==> src/rtl/io_port_pkg.sv <==
// rtl/io_port_pkg.sv - shared constants, IRQ state type and pointer-width helper
package io_port_pkg;

    localparam int DATA_W_DEF = 16;

    typedef enum logic [1:0] {
        IDLE    = 2'd0,
        ASSERT  = 2'd1,
        HOLDOFF = 2'd2
    } irq_state_t;

    // One extra MSB beyond the address bits separates full from empty.
    function automatic int ptr_w(input int depth);
        return $clog2(depth) + 1;
    endfunction

endpackage

==> src/rtl/io_port_if.sv <==
// rtl/io_port_if.sv - processor/external port bundle with master and slave views
interface io_port_if
    import io_port_pkg::*;
#(
    parameter int DATA_W = DATA_W_DEF
);
    logic [DATA_W-1:0] ext_in_data;
    logic              ext_in_valid;
    logic              ext_in_ready;
    logic [DATA_W-1:0] input_port;
    logic              in_consume;
    logic [DATA_W-1:0] out_port;
    logic              out_strobe;
    logic [DATA_W-1:0] ext_out_data;
    logic              ext_out_valid;
    logic              ext_out_ready;
    logic              interrupt_signal;
    logic              irq_enable;
    logic              in_underflow;
    logic              out_overflow;

    modport master (
        output ext_in_data, ext_in_valid, in_consume, out_port, out_strobe,
               ext_out_ready, irq_enable,
        input  ext_in_ready, input_port, ext_out_data, ext_out_valid,
               interrupt_signal, in_underflow, out_overflow
    );

    modport slave (
        input  ext_in_data, ext_in_valid, in_consume, out_port, out_strobe,
               ext_out_ready, irq_enable,
        output ext_in_ready, input_port, ext_out_data, ext_out_valid,
               interrupt_signal, in_underflow, out_overflow
    );
endinterface

==> src/rtl/io_sync_fifo.sv <==
// rtl/io_sync_fifo.sv - single-clock FIFO with wrap-bit pointers
module io_sync_fifo
    import io_port_pkg::*;
#(
    parameter int DEPTH = 8,
    parameter int WIDTH = 16
) (
    input  logic                     clk,
    input  logic                     rst_n,
    input  logic                     push,
    input  logic [WIDTH-1:0]         push_data,
    input  logic                     pop,
    output logic                     full,
    output logic                     empty,
    output logic [WIDTH-1:0]         head,
    output logic [ptr_w(DEPTH)-1:0]  count
);
    localparam int PW = ptr_w(DEPTH);
    localparam int AW = PW - 1;

    logic [WIDTH-1:0] mem_q [DEPTH];
    logic [PW-1:0]    wr_q;
    logic [PW-1:0]    rd_q;
    logic             do_push;
    logic             do_pop;

    assign full    = (wr_q[AW] != rd_q[AW]) && (wr_q[AW-1:0] == rd_q[AW-1:0]);
    assign empty   = (wr_q == rd_q);
    assign count   = wr_q - rd_q;
    assign head    = mem_q[rd_q[AW-1:0]];
    assign do_push = push && !full;
    assign do_pop  = pop && !empty;

    // Storage is not reset; readers never look at it while the FIFO is empty.
    always_ff @(posedge clk) begin
        if (do_push) begin
            mem_q[wr_q[AW-1:0]] <= push_data;
        end
    end

    // Pointers wrap modulo 2*DEPTH through natural overflow.
    always_ff @(posedge clk or negedge rst_n) begin
        if (!rst_n) begin
            wr_q <= '0;
            rd_q <= '0;
        end else begin
            if (do_push) wr_q <= wr_q + 1'b1;
            if (do_pop)  rd_q <= rd_q + 1'b1;
        end
    end

endmodule

==> src/rtl/io_port_controller.sv <==
// rtl/io_port_controller.sv - I/O port FIFOs and interrupt pulser; IO_LOOPBACK_EN adds loopback
module io_port_controller
    import io_port_pkg::*;
#(
    parameter int DATA_W      = DATA_W_DEF,
    parameter int IN_DEPTH    = 8,
    parameter int OUT_DEPTH   = 8,
    parameter int IRQ_PULSE   = 2,
    parameter int IRQ_HOLDOFF = 4
) (
    input  logic     clk,
    input  logic     rst,
`ifdef IO_LOOPBACK_EN
    input  logic     loopback,
`endif
    io_port_if.slave bus
);
    localparam int IN_PW   = ptr_w(IN_DEPTH);
    localparam int OUT_PW  = ptr_w(OUT_DEPTH);
    localparam int CNT_MAX = (IRQ_PULSE > IRQ_HOLDOFF) ? IRQ_PULSE : IRQ_HOLDOFF;
    localparam int CW      = ptr_w(CNT_MAX);

    logic              lb;
    logic              in_push, in_pop, in_full, in_empty, in_going_empty;
    logic [DATA_W-1:0] in_push_data, in_head;
    logic [IN_PW-1:0]  in_count;
    logic              out_push, out_pop, out_full, out_empty;
    logic [DATA_W-1:0] out_head;
    logic [OUT_PW-1:0] out_count;
    logic              ready_w, strobe_full;

    irq_state_t        state_q, state_d;
    logic [CW-1:0]     cnt_q, cnt_d;
    logic              served_q, served_d;
    logic [DATA_W-1:0] last_q, last_d;
    logic              underflow_q, overflow_q;

`ifdef IO_LOOPBACK_EN
    assign lb = loopback;
`else
    assign lb = 1'b0;
`endif

    // In loopback the processor's OUT writes feed the input FIFO and the external source is shut out.
    assign ready_w        = rst && !in_full && !lb;
    assign in_push        = lb ? (bus.out_strobe && !in_full) : (bus.ext_in_valid && ready_w);
    assign in_push_data   = lb ? bus.out_port : bus.ext_in_data;
    assign in_pop         = bus.in_consume && !in_empty;
    assign in_going_empty = in_pop && !in_push && (in_count == IN_PW'(1));
    assign out_push       = bus.out_strobe && !lb && !out_full;
    assign out_pop        = bus.ext_out_ready && (out_count != '0);
    assign strobe_full    = lb ? in_full : out_full;

    io_sync_fifo #(.DEPTH(IN_DEPTH), .WIDTH(DATA_W)) u_in_fifo (
        .clk(clk), .rst_n(rst), .push(in_push), .push_data(in_push_data), .pop(in_pop),
        .full(in_full), .empty(in_empty), .head(in_head), .count(in_count)
    );

    io_sync_fifo #(.DEPTH(OUT_DEPTH), .WIDTH(DATA_W)) u_out_fifo (
        .clk(clk), .rst_n(rst), .push(out_push), .push_data(bus.out_port), .pop(out_pop),
        .full(out_full), .empty(out_empty), .head(out_head), .count(out_count)
    );

    assign bus.ext_in_ready     = ready_w;
    assign bus.input_port       = in_empty ? last_q : in_head;
    assign bus.ext_out_data     = out_empty ? '0 : out_head;
    assign bus.ext_out_valid    = !out_empty;
    assign bus.interrupt_signal = (state_q == ASSERT);
    assign bus.in_underflow     = underflow_q;
    assign bus.out_overflow     = overflow_q;
    assign last_d               = in_pop ? in_head : last_q;

    // IRQ sequencing: one pulse per empty->non-empty episode, then a quiet holdoff.
    always_comb begin
        state_d  = state_q;
        cnt_d    = cnt_q;
        served_d = served_q;
        case (state_q)
            IDLE: begin
                if (bus.irq_enable && !in_empty && !served_q) begin
                    state_d  = ASSERT;
                    served_d = 1'b1;
                    cnt_d    = CW'(IRQ_PULSE - 1);
                end
            end
            ASSERT: begin
                if (cnt_q == '0) begin
                    state_d = HOLDOFF;
                    cnt_d   = CW'(IRQ_HOLDOFF - 1);
                end else begin
                    cnt_d = cnt_q - 1'b1;
                end
            end
            HOLDOFF: begin
                if (cnt_q == '0) state_d = IDLE;
                else             cnt_d   = cnt_q - 1'b1;
            end
            default: state_d = IDLE;
        endcase
        if (in_going_empty) served_d = 1'b0;
    end

    // IRQ state registers.
    always_ff @(posedge clk or negedge rst) begin
        if (!rst) begin
            state_q  <= IDLE;
            cnt_q    <= '0;
            served_q <= 1'b0;
        end else begin
            state_q  <= state_d;
            cnt_q    <= cnt_d;
            served_q <= served_d;
        end
    end

    // Last popped word and sticky error flags (cleared only by reset).
    always_ff @(posedge clk or negedge rst) begin
        if (!rst) begin
            last_q      <= '0;
            underflow_q <= 1'b0;
            overflow_q  <= 1'b0;
        end else begin
            last_q      <= last_d;
            underflow_q <= underflow_q | (bus.in_consume && in_empty);
            overflow_q  <= overflow_q | (bus.out_strobe && strobe_full);
        end
    end

endmodule

==> src/flat_wrapper.sv <==
// flat-port wrapper written by rule: the top's interface ports become plain ports
module io_port_controller_flat import io_port_pkg::*;
#(
    parameter int DATA_W      = DATA_W_DEF,
    parameter int IN_DEPTH    = 8,
    parameter int OUT_DEPTH   = 8,
    parameter int IRQ_PULSE   = 2,
    parameter int IRQ_HOLDOFF = 4
)
  (clk, rst, bus_ext_in_data, bus_ext_in_valid, bus_in_consume, bus_out_port, bus_out_strobe, bus_ext_out_ready, bus_irq_enable, bus_ext_in_ready, bus_input_port, bus_ext_out_data, bus_ext_out_valid, bus_interrupt_signal, bus_in_underflow, bus_out_overflow);
  io_port_if #(.DATA_W(DATA_W)) bus_i ();
  input  logic clk;
  input  logic rst;
  input wire logic [$bits(bus_i.ext_in_data)-1:0] bus_ext_in_data;
  input wire logic [$bits(bus_i.ext_in_valid)-1:0] bus_ext_in_valid;
  input wire logic [$bits(bus_i.in_consume)-1:0] bus_in_consume;
  input wire logic [$bits(bus_i.out_port)-1:0] bus_out_port;
  input wire logic [$bits(bus_i.out_strobe)-1:0] bus_out_strobe;
  input wire logic [$bits(bus_i.ext_out_ready)-1:0] bus_ext_out_ready;
  input wire logic [$bits(bus_i.irq_enable)-1:0] bus_irq_enable;
  output wire logic [$bits(bus_i.ext_in_ready)-1:0] bus_ext_in_ready;
  output wire logic [$bits(bus_i.input_port)-1:0] bus_input_port;
  output wire logic [$bits(bus_i.ext_out_data)-1:0] bus_ext_out_data;
  output wire logic [$bits(bus_i.ext_out_valid)-1:0] bus_ext_out_valid;
  output wire logic [$bits(bus_i.interrupt_signal)-1:0] bus_interrupt_signal;
  output wire logic [$bits(bus_i.in_underflow)-1:0] bus_in_underflow;
  output wire logic [$bits(bus_i.out_overflow)-1:0] bus_out_overflow;
  assign bus_i.ext_in_data = bus_ext_in_data;
  assign bus_i.ext_in_valid = bus_ext_in_valid;
  assign bus_i.in_consume = bus_in_consume;
  assign bus_i.out_port = bus_out_port;
  assign bus_i.out_strobe = bus_out_strobe;
  assign bus_i.ext_out_ready = bus_ext_out_ready;
  assign bus_i.irq_enable = bus_irq_enable;
  assign bus_ext_in_ready = bus_i.ext_in_ready;
  assign bus_input_port = bus_i.input_port;
  assign bus_ext_out_data = bus_i.ext_out_data;
  assign bus_ext_out_valid = bus_i.ext_out_valid;
  assign bus_interrupt_signal = bus_i.interrupt_signal;
  assign bus_in_underflow = bus_i.in_underflow;
  assign bus_out_overflow = bus_i.out_overflow;
  io_port_controller #(.DATA_W(DATA_W), .IN_DEPTH(IN_DEPTH), .OUT_DEPTH(OUT_DEPTH), .IRQ_PULSE(IRQ_PULSE), .IRQ_HOLDOFF(IRQ_HOLDOFF)) u_core (.clk(clk), .rst(rst), .bus(bus_i));
endmodule
==> config.mk <==
export PLATFORM = sky130hd
export DESIGN_NAME = io_port_controller_flat
export DESIGN_NICKNAME = d
export VERILOG_FILES = /design/src/rtl/io_port_pkg.sv /design/src/rtl/io_port_if.sv /design/src/rtl/io_sync_fifo.sv /design/src/rtl/io_port_controller.sv /design/src/flat_wrapper.sv
export SDC_FILE = /design/constraint.sdc
export NUM_CORES = 1
export LEC_CHECK = 0
export CAP_MARGIN = 40
export CORE_UTILIZATION = 40
export DETAILED_ROUTE_END_ITERATION = 12
export DONT_BUFFER_PORTS = 1
export GPL_TIMING_DRIVEN = 0
export SYNTH_ARGS = -nofsm -noshare
export SYNTH_HDL_FRONTEND = slang
export SYNTH_HIERARCHICAL = 1
export SYNTH_SLANG_ARGS = --single-unit
==> constraint.sdc <==
create_clock -name clk -period 4.2 [get_ports clk]
set_input_delay 0 -clock clk [delete_from_list [all_inputs] [get_ports clk]]
set_output_delay 0 -clock clk [all_outputs]
set_load 0.02 [all_outputs]
After elaboration in Yosys (flattened, before gate mapping)
Memory sizes are Yosys's and may differ from the RTL's. Cells that the tools add are included.

Bitwise operators: 2. Eq/ne operators: 13. Multiplexer cells: 17. Reduce and logical (&&, ||, !) cells: 32. $add $sub $neg: 7.

Operator list (count): $mux 16 (2); $logic_and 1x1->1 (17); $add 4x1->4 const B (4); $mux 3 (3); $pmux 3 s3 (1); $eq 4x4->1 (2); $sub 4x4->4 (2); $mux 1 (7); $eq 3x3->1 (2); $logic_not 1->1 (6); $mux 2 (3); $ne 2x1->1 const B (3); $pmux 2 s3 (1); $reduce_and 3->1 (2); $eq 4x1->1 const B (1); $reduce_bool 2->1 (2); $reduce_bool 4->1 (1); $logic_not 3->1 (1); $reduce_bool 3->1 (1); $sub 3x1->3 const B (1); $eq 2x1->1 const B (1); $eq 2x2->1 const B (1); $logic_not 2->1 (1); $ne 1x1->1 (2); 3 further kinds (4).

Memories kept: 2. Bits in registers: 40. Input port bits: 39. Logic and storage cells: 83. Memory bits (writable): 256. Output and inout bits: 37.

Memory list: u_core.u_in_fifo.mem_q (depth 8, bits a word 16, read ports 1, clocked after memory_dff 0, write ports 1, line io_sync_fifo.sv:21) `logic [WIDTH-1:0] mem_q [DEPTH];`; u_core.u_out_fifo.mem_q (depth 8, bits a word 16, read ports 1, clocked after memory_dff 0, write ports 1, line io_sync_fifo.sv:21).

Logic depth before layout (Yosys ltp)
Gate-level depths: netlist of run 1.

Word-level depth: 10. Mapped depth: 14.

By module
Netlist of run 1, hierarchy kept.

By module, submodules not included: io_sync_fifo (u_core.u_in_fifo) (instances 1, cells each 277, area an instance 5407.7 sq um, sequential area each 4043.9 sq um); io_sync_fifo (u_core.u_out_fifo) (instances 1, cells each 277, area an instance 5405.2 sq um, sequential area each 4043.9 sq um); io_port_controller (instances 1, cells each 156, area an instance 1422.6 sq um, sequential area each 600.6 sq um).

Worst setup path after synthesis of run 1
Ideal clock, no wire load.

Kind: register to register. From: reg u_core.u_in_fifo.rd_q[2]. To: mem u_core.u_in_fifo.mem_q[0][0] (enable). Arrival time: 3.799 ns. Stages on the path, launching flop included: 11. Library setup time: 0.430 ns. Slack: -0.029 ns. Path through: dfrtp_1 > buf_2 > clkinv_1 > buf_2 > ha_1 > nand3_1 > nor2_1 > nor2b_1 > and2_1 > o21ai_4 > nor4_1.

Longest elaborated chain between the ends: 8.

RTL lines: start, declared (line io_sync_fifo.sv:23) `logic [PW-1:0] rd_q;`; start signal, assigned (line io_sync_fifo.sv:48) `if (do_pop) rd_q <= rd_q + 1'b1;`; $eq 3x3->1 (line io_sync_fifo.sv:27) `assign full = (wr_q[AW] != rd_q[AW]) && (wr_q[AW-1:0] == rd_q[AW-1:0]);`; $logic_and 1x1->1 (line io_sync_fifo.sv:27); via u_core.in_full (line io_port_controller.sv:24) `logic in_push, in_pop, in_full, in_empty, in_going_empty;`; $logic_not 1->1; $logic_and 1x1->1 (line io_port_controller.sv:45) `assign ready_w = rst && !in_full && !lb;`; via bus_ext_in_ready (line flat_wrapper.sv:21) `output wire logic [$bits(bus_i.ext_in_ready)-1:0] bus_ext_in_ready;`; $logic_and 1x1->1 (line io_port_controller.sv:46) `assign in_push = lb ? (bus.out_strobe && !in_full) : (bus.ext_in_valid && ready_w);`; via u_core.in_push (line io_port_controller.sv:24); $logic_and 1x1->1 (line io_sync_fifo.sv:31) `assign do_push = push && !full;`; $mux 1 (line io_sync_fifo.sv:36) `if (do_push) begin`; $mux 1 (implied by the code) (line io_sync_fifo.sv:37) `mem_q[wr_q[AW-1:0]] <= push_data;`; end, declared (line io_sync_fifo.sv:21).

The timed path passes the listed nets, and every way through them passes these cells.

Final worst setup path of run 1
From: reg u_core.u_in_fifo.rd_q[2]. To: mem u_core.u_in_fifo.mem_q[4][10] (enable).

Same word-level chain as after synthesis.

==> summary.txt, run 1 <==
Timing
  • Final period util: 93.8%
  • Relative slew slack: a little under half
  • FMAX: roughly 250 MHz
  • Pins over their slew limit: 0
  • Finish-stage setup viols: 0
  • Worst Skew: around 0.017 ns
  • Final hold vios: 0
  • Fin crit period: about 4 ns
  • Least-Margin Pin Slew: 0.814 ns
  • Unrepaired setup endpoints after global routing: false

Logic synthesis
  • Netlist Area Pre-Place: about 0.012 mm²
  • Register area share after synthesis: ~71%
  • Synth Flop Type: edfxtp_1
  • Synth warn: 6
  • Async S/R FF share, synth: a little over an eighth
  • Syn_area_per_cell: approximately 17 µm²
  • Mapped Nets: approximately 770
  • Syn Inst Count: around 700
  • Number of synthesized flops with an enable pin: about 260
  • FF+latch count, synth: just under 300
  • Synth cell types: between 40 and 50

Detailed routing
  • DRT iter0 DRCs: about 460
  • First-pass DRT Iterations: 5
  • Vias per cell: 5.13
  • Routed wire per std cell: a little over 20 µm
  • # DRC: 0
  • Antenna-violating nets left: 0
  • Total number of vias: 6,289
  • Routed WL: ~25,000 µm

Power
  • Power, Total: approximately 11 mW
  • VDD IR-drop max: 0.384 mV
  • Pwr Density: roughly 740 mW/mm²
  • Leak pwr: about 5.2 nW

Floorplanning
  • Die span in x: about 180 µm
  • Die height: around 180 µm
  • Row count: 63
  • I/O pins: between 70 and 80
  • Initial Util: 41.0%
  • Core Region: 0.0299 mm²
  • Die ar.: 0.0313 mm²

Placement
  • Routability Congestion: approximately 0.83
  • Placed Cells: between 1,000 and 1,500
  • Placed cell areas: roughly 0.013 mm²
  • Post-DP HPWL: about 17,000 µm
  • I/O Buffers: 0

Worst setup path
  • Slowest CP cell: nor3_4
  • WS Path Type: reg2reg
  • Max FO, Critical Path: 10
  • Critical Path End Type: flop
  • Crit path top cell by count: buf_2
  • Setup crit start kind: flop
  • CP peak stage delay: roughly 0.57 ns
  • Cell Chain, Critical Path: buf_2 > clkinv_1 > buf_2 > ha_1 > nand3_1 > nor2_1 > nor2b_1 > and2_1 > o21ai_4 > nor3_4 > buf_6
  • WP data required: 4.45 ns
  • WP data arrival: between 4 and 5 ns

Layout
  • Layout cell share with drive strength beyond 1: 25.2%
  • Post-Layout Cell Count: between 1,000 and 1,500
  • Fill count: roughly 2,500
  • Design Area, Final: about 0.015 mm²
  • Area delta synth->final: 19.1%
  • Antenna cells: 0
  • Final core utilization: between 40% and 50%
  • Nets@finish: roughly 870

Clock network
  • CTS tree: built
  • CTS Root Cell: clkbuf_16
  • CTS sink count: 296
  • Num CTS Buffers: 31
  • H-tree level count: 1
  • CTS Buffer Depth: 3
  • Clock slew at reported path FFs: 0.06 ns
  • Later-pin clock latency in the skew report: roughly 0.55 ns

GRT
  • Gr usage total: between 10% and 20%
  • Largest net degree at the start of global routing: 41
  • Initial antenna violation count: 0
  • First-pass GRT wire length: between 30,000 and 40,000 µm
  • Grt total ovfl: 0
  • Vias in the first global route: ~6,700

Run
  • Max_cap viols: 0

Hold path
  • Hold Crit Class: in2reg

Status
  • Status: completed
==> worst max-delay path: cells and delay by family, from the launching register on <==
family          cells  cell delay, ns
simple gates        5            1.68
buf+inv             4            1.09
fa+ha+maj           1            0.35
flops               1            0.31
compound gates      1            0.19
==> through the flow <==
stage	hold slack [ns]	setup WS [ns]	TNS (ns)
floorplan	-0.296	0.323	0
global placement	-0.293	-1.84	-196.01
detailed placement	-0.294	-0.126	-1.58
CTS	0.132	0.0436	0
global route	0.140	0.0600	0
finish	0.143	0.259	0
==> synthesized netlist by cell type (2+ instances only) <==
cell	instances	area [µm²]
nor4_1	2	12.5
nand2_1	152	571
o21ai_4	2	32.5
inv_1	23	86.3
clkbuf_1	3	11.3
a31oi_1	2	12.5
clkinv_1	3	11.3
nor2_1	17	63.8
buf_6	5	56.3
buf_8	2	30.0
nor3_1	10	50.1
a21o_1	5	37.5
mux2_4	2	30.0
a21oi_1	6	30.0
buf_12	2	40.0
ha_1	15	188
o21ai_0	2	10.0
dfrtp_1	40	1000
mux2_2	20	225
mux4_2	64	1440
fa_1	2	40.0
nor2_2	2	12.5
xor2_1	8	70.1
xnor2_2	2	32.5
buf_2	14	70.1
nor2b_1	19	119
o21ai_2	2	17.5
nand3_1	4	20.0
nand2b_1	2	12.5
edfxtp_1	256	7690
xnor2_1	10	87.6
o211ai_2	2	25.0
==> per-layer routing <==
layer	up-vias	share of wire [%]	global-route usage [%]
li1	2878	-	-
met4	0	2.5	4.81
met5	-	0	0
met3	44	4.4	2.81
met1	3235	41	20.3
met2	132	52	29.1
==> cell families after synthesis <==
logic type      count (synthesis)  synth area share (%)
compound gates                 26                  1.85
xor+xnor                       20                  1.55
fa+ha+maj                      17                  1.86
simple gates                  212                  7.33
mux                            86                  13.9
buf+inv                        53                  2.53
flops                         296                  71.0
==> flip-flops by register name, indices dropped and copies added, names as in the netlist <==
signal                   cells
u_core/bus.in_underflow      1
u_core/bus.out_overflow      1
u_core/cnt_q                 3
u_core/last_q               16
u_core/served_q              1
u_core/state_q               2
u_core/u_in_fifo/mem_q     128
u_core/u_in_fifo/rd_q        4
u_core/u_in_fifo/wr_q        4
u_core/u_out_fifo/mem_q    128
u_core/u_out_fifo/rd_q       4
u_core/u_out_fifo/wr_q       4
==> final cells by class <==
class	count	area, µm²	area share (%)
flip-flops and latches	296	8690	59.6
repair buffers	70	761	5.22
clock buffers	35	791	5.43
clock inverters	22	186	1.28
plain buffers	27	211	1.45
inverters	26	97.6	0.670
well taps	390	488	3.35
multi-input cells	361	3340	23.0
==> placed cells by master (no fill, tap or decap), types with 10 or more instances in the layout <==
master and count:
edfxtp_1 256, nand2_1 152, mux4_2 64, dfrtp_1 40
dlygate4sd3_1 40, clkbuf_16 31, inv_1 23, mux2_2 20
nor2b_1 19, buf_6 17, ha_1 15, buf_2 15
nor2_1 13, clkinv_1 11, buf_4 11, xnor2_1 10
==> path summary, 6_finish.rpt <==
check,startpoint,to,slack (ns),depth (start not counted)
min in group asynchronous,rst,u_core/cnt_q[2],0.56,4
max,u_core/u_in_fifo/rd_q[2],u_core/u_in_fifo/mem_q[4][10],0.26,11
min,bus_out_strobe,u_core/bus.out_overflow,0.14,2
max reg2reg,u_core/u_in_fifo/rd_q[2],u_core/u_in_fifo/mem_q[4][10],0.26,11
min reg2reg,u_core/last_q[0],u_core/last_q[0],0.47,2
max in group asynchronous,rst,u_core/last_q[8],3.41,4
==> repair_timing <==
item	4_1_cts	5_1_grt
setup buffers	0	5
hold buffers	42	0
resized for setup	3	3
setup endpoints to repair	25	32
hold endpoints to repair	317	0
pin swaps	0	2
==> power breakdown <==
part           switching, mW  internal [mW]
clock network           1.08           1.53
logic                   2.51           1.71
registers              0.281           3.73
total                   3.87           6.96
No activity file was read; power rests on OpenSTA's default activity.
==> inputs of run 2 (changes only) <==
CORE_ASPECT_RATIO = 0.7   (was not set)
CORE_UTILIZATION = 36   (was 40)
SLEW_MARGIN = 20   (was not set)
==> summary.txt, run 2 (same netlist as run 1, synthesis figures left out) <==
Status
  • Status: completed

Worst setup path
  • WS Path Type: reg2reg
  • WP data required: 4.47 ns
  • Cell Chain, Critical Path: buf_2 > clkinv_1 > buf_2 > ha_1 > nand3_1 > nor2_1 > nor2b_1 > and2_1 > o211ai_2 > nor3_4 > buf_6 > buf_4
  • Slowest CP cell: nor3_4
  • Critical Path End Type: flop
  • CP peak stage delay: around 0.44 ns
  • CP top delay family: simple AND/OR/NAND/NOR gates
  • Setup crit start kind: flop
  • WP data arrival: ~4.2 ns
  • WP buf/inv: 5
  • Crit path top cell by count: buf_2
  • Max FO, Critical Path: 10

Layout
  • Fill count: between 2,000 and 3,000
  • Nets@finish: around 870
  • Layout cell share with drive strength beyond 1: between 20% and 30%
  • Most frequent cells in the layout: edfxtp_1 (256), nand2_1 (152), mux4_2 (64)
  • Commonest non-fill, non-tap cell in the layout: edfxtp_1
  • Area delta synth->final: 19.1%

Timing
  • Relative slew slack: roughly half
  • Setup TNS: 0 ns
  • Least-Margin Pin Slew: ~0.72 ns
  • Hold_ws: between 0.05 and 0.06 ns
  • Worst Skew: ~0.018 ns
  • Final hold vios: 0
  • Unrepaired setup endpoints after global routing: false
  • Fin crit period: 3.97 ns
  • Final period util: a little over nine tenths
  • Pins over their slew limit: 0
  • FMAX: approximately 250 MHz
  • Finish-stage setup viols: 0

Clock network
  • CTS Root Cell: clkbuf_16
  • CTS tree: built
  • Later-pin clock latency in the skew report: 0.56 ns
  • Num CTS Buffers: 30
  • Clock slew at reported path FFs: about 0.07 ns
  • CTS Buffer Depth: 3
  • CTS sink count: roughly 300
  • H-tree level count: 1

Detailed routing
  • Routed wire per std cell: between 20 and 25 µm
  • First-pass DRT Iterations: 4
  • DRT iter0 DRCs: 536
  • Vias per cell: between 4 and 5
  • Antenna-violating nets left: 0
  • # DRC: 0
  • Routed WL: approximately 26,000 µm
  • Total number of vias: 6,249

Floorplanning
  • Die height: between 150 and 200 µm
  • Initial Util: roughly 37%
  • I/O pins: 76
  • Row count: between 50 and 60
  • Die span in x: approximately 220 µm
  • Die ar.: roughly 0.035 mm²
  • Core Region: roughly 0.033 mm²

Hold path
  • Hold Crit Class: in2async

Placement
  • Routability Congestion: 0.748
  • Post-DP HPWL: 17,600 µm
  • I/O Buffers: 0

Power
  • Power, Total: around 11 mW
  • Pwr Density: approximately 750 mW/mm²
  • Leak pwr: roughly 5.2 nW
  • VDD IR-drop max: approximately 0.35 mV

GRT
  • Gr usage total: 15.3%
  • Grt total ovfl: 0
  • First-pass GRT wire length: ~40,000 µm
  • Initial antenna violation count: 3
  • Largest net degree at the start of global routing: 41
  • Vias in the first global route: 6,093

Run
  • Max_cap viols: 0
-- run 2: cell count changes in the layout (fill, tap and decap cells not counted), moves of 2 or more --
cell / before / now
diode_2: 0 / 2
buf_4: 11 / 16
buf_12: 4 / 2
clkinv_2: 7 / 5
buf_6: 17 / 13
-- run 2: per-layer routing --
layer  up-vias  GRT usage [%]  part of all wire, %
met5         -              0                0.050
li1       2878              -                    -
met2       141           21.7                   42
met3        38           2.72                  4.8
met1      3190           24.4                   51
met4         2           3.38                  1.9
-- run 2: worst paths after layout --
kind / from / to / slack [ns] / depth (start not counted)
max in group asynchronous: rst / u_core/u_out_fifo/rd_q[0] / 3.92 / 3
min in group clk: bus_out_strobe / u_core/bus.out_overflow / 0.14 / 2
setup / recovery: u_core/u_in_fifo/rd_q[2] / u_core/u_in_fifo/mem_q[2][4] / 0.23 / 12
hold reg to reg: u_core/last_q[6] / u_core/last_q[6] / 0.47 / 2
hold / removal: rst / u_core/u_in_fifo/rd_q[0] / 0.05 / 3
setup reg to reg: u_core/u_in_fifo/rd_q[2] / u_core/u_in_fifo/mem_q[2][4] / 0.23 / 12
-- run 2: layout make-up --
class	instances	area, µm²	share of cell area, %
clock buffer	33	762	5.23
multi-input combinational	361	3340	22.9
inverter	26	97.6	0.670
sequential	296	8690	59.6
clock inverter	22	221	1.52
buffer	27	211	1.45
timing repair buffer	69	696	4.77
antenna	2	5.00	0.0344
tap	435	544	3.74
-- run 2: tightest hold or removal path, cell delays in order --
cell and delay (ns):
dlygate4sd3_1 0.63, buf_16 0.14, buf_16 0.22
-- run 2: timing repair --
action                                  4_1_cts  5_1_grt
endpoints found under the hold margin       322        0
hold buffers                                 41        0
gates resized for setup                       0        4
endpoints found under the setup margin        0       26
setup buffers                                 0        2
-- run 2: power by group --
group,internal [mW],switching [mW],total [mW],leakage [nW]
combinational,1.69,2.57,4.25,1.92
sequential,3.73,0.281,4.01,2.80
clock,1.55,1.09,2.64,0.469
total,6.96,3.94,10.9,5.19
-- run 2: metrics by stage --
stage	cell area, µm²	instances	util, %	setup WS (ns)
final	14600	1271	43.5	0.228
after floorplan	12200	710	-	0.323
after global routing	14600	1271	43.5	0.00333
after global placement	12800	1145	38.2	-1.89
after CTS	14500	1267	43.4	0.0741
after detailed placement	13100	1171	39.1	0.0681
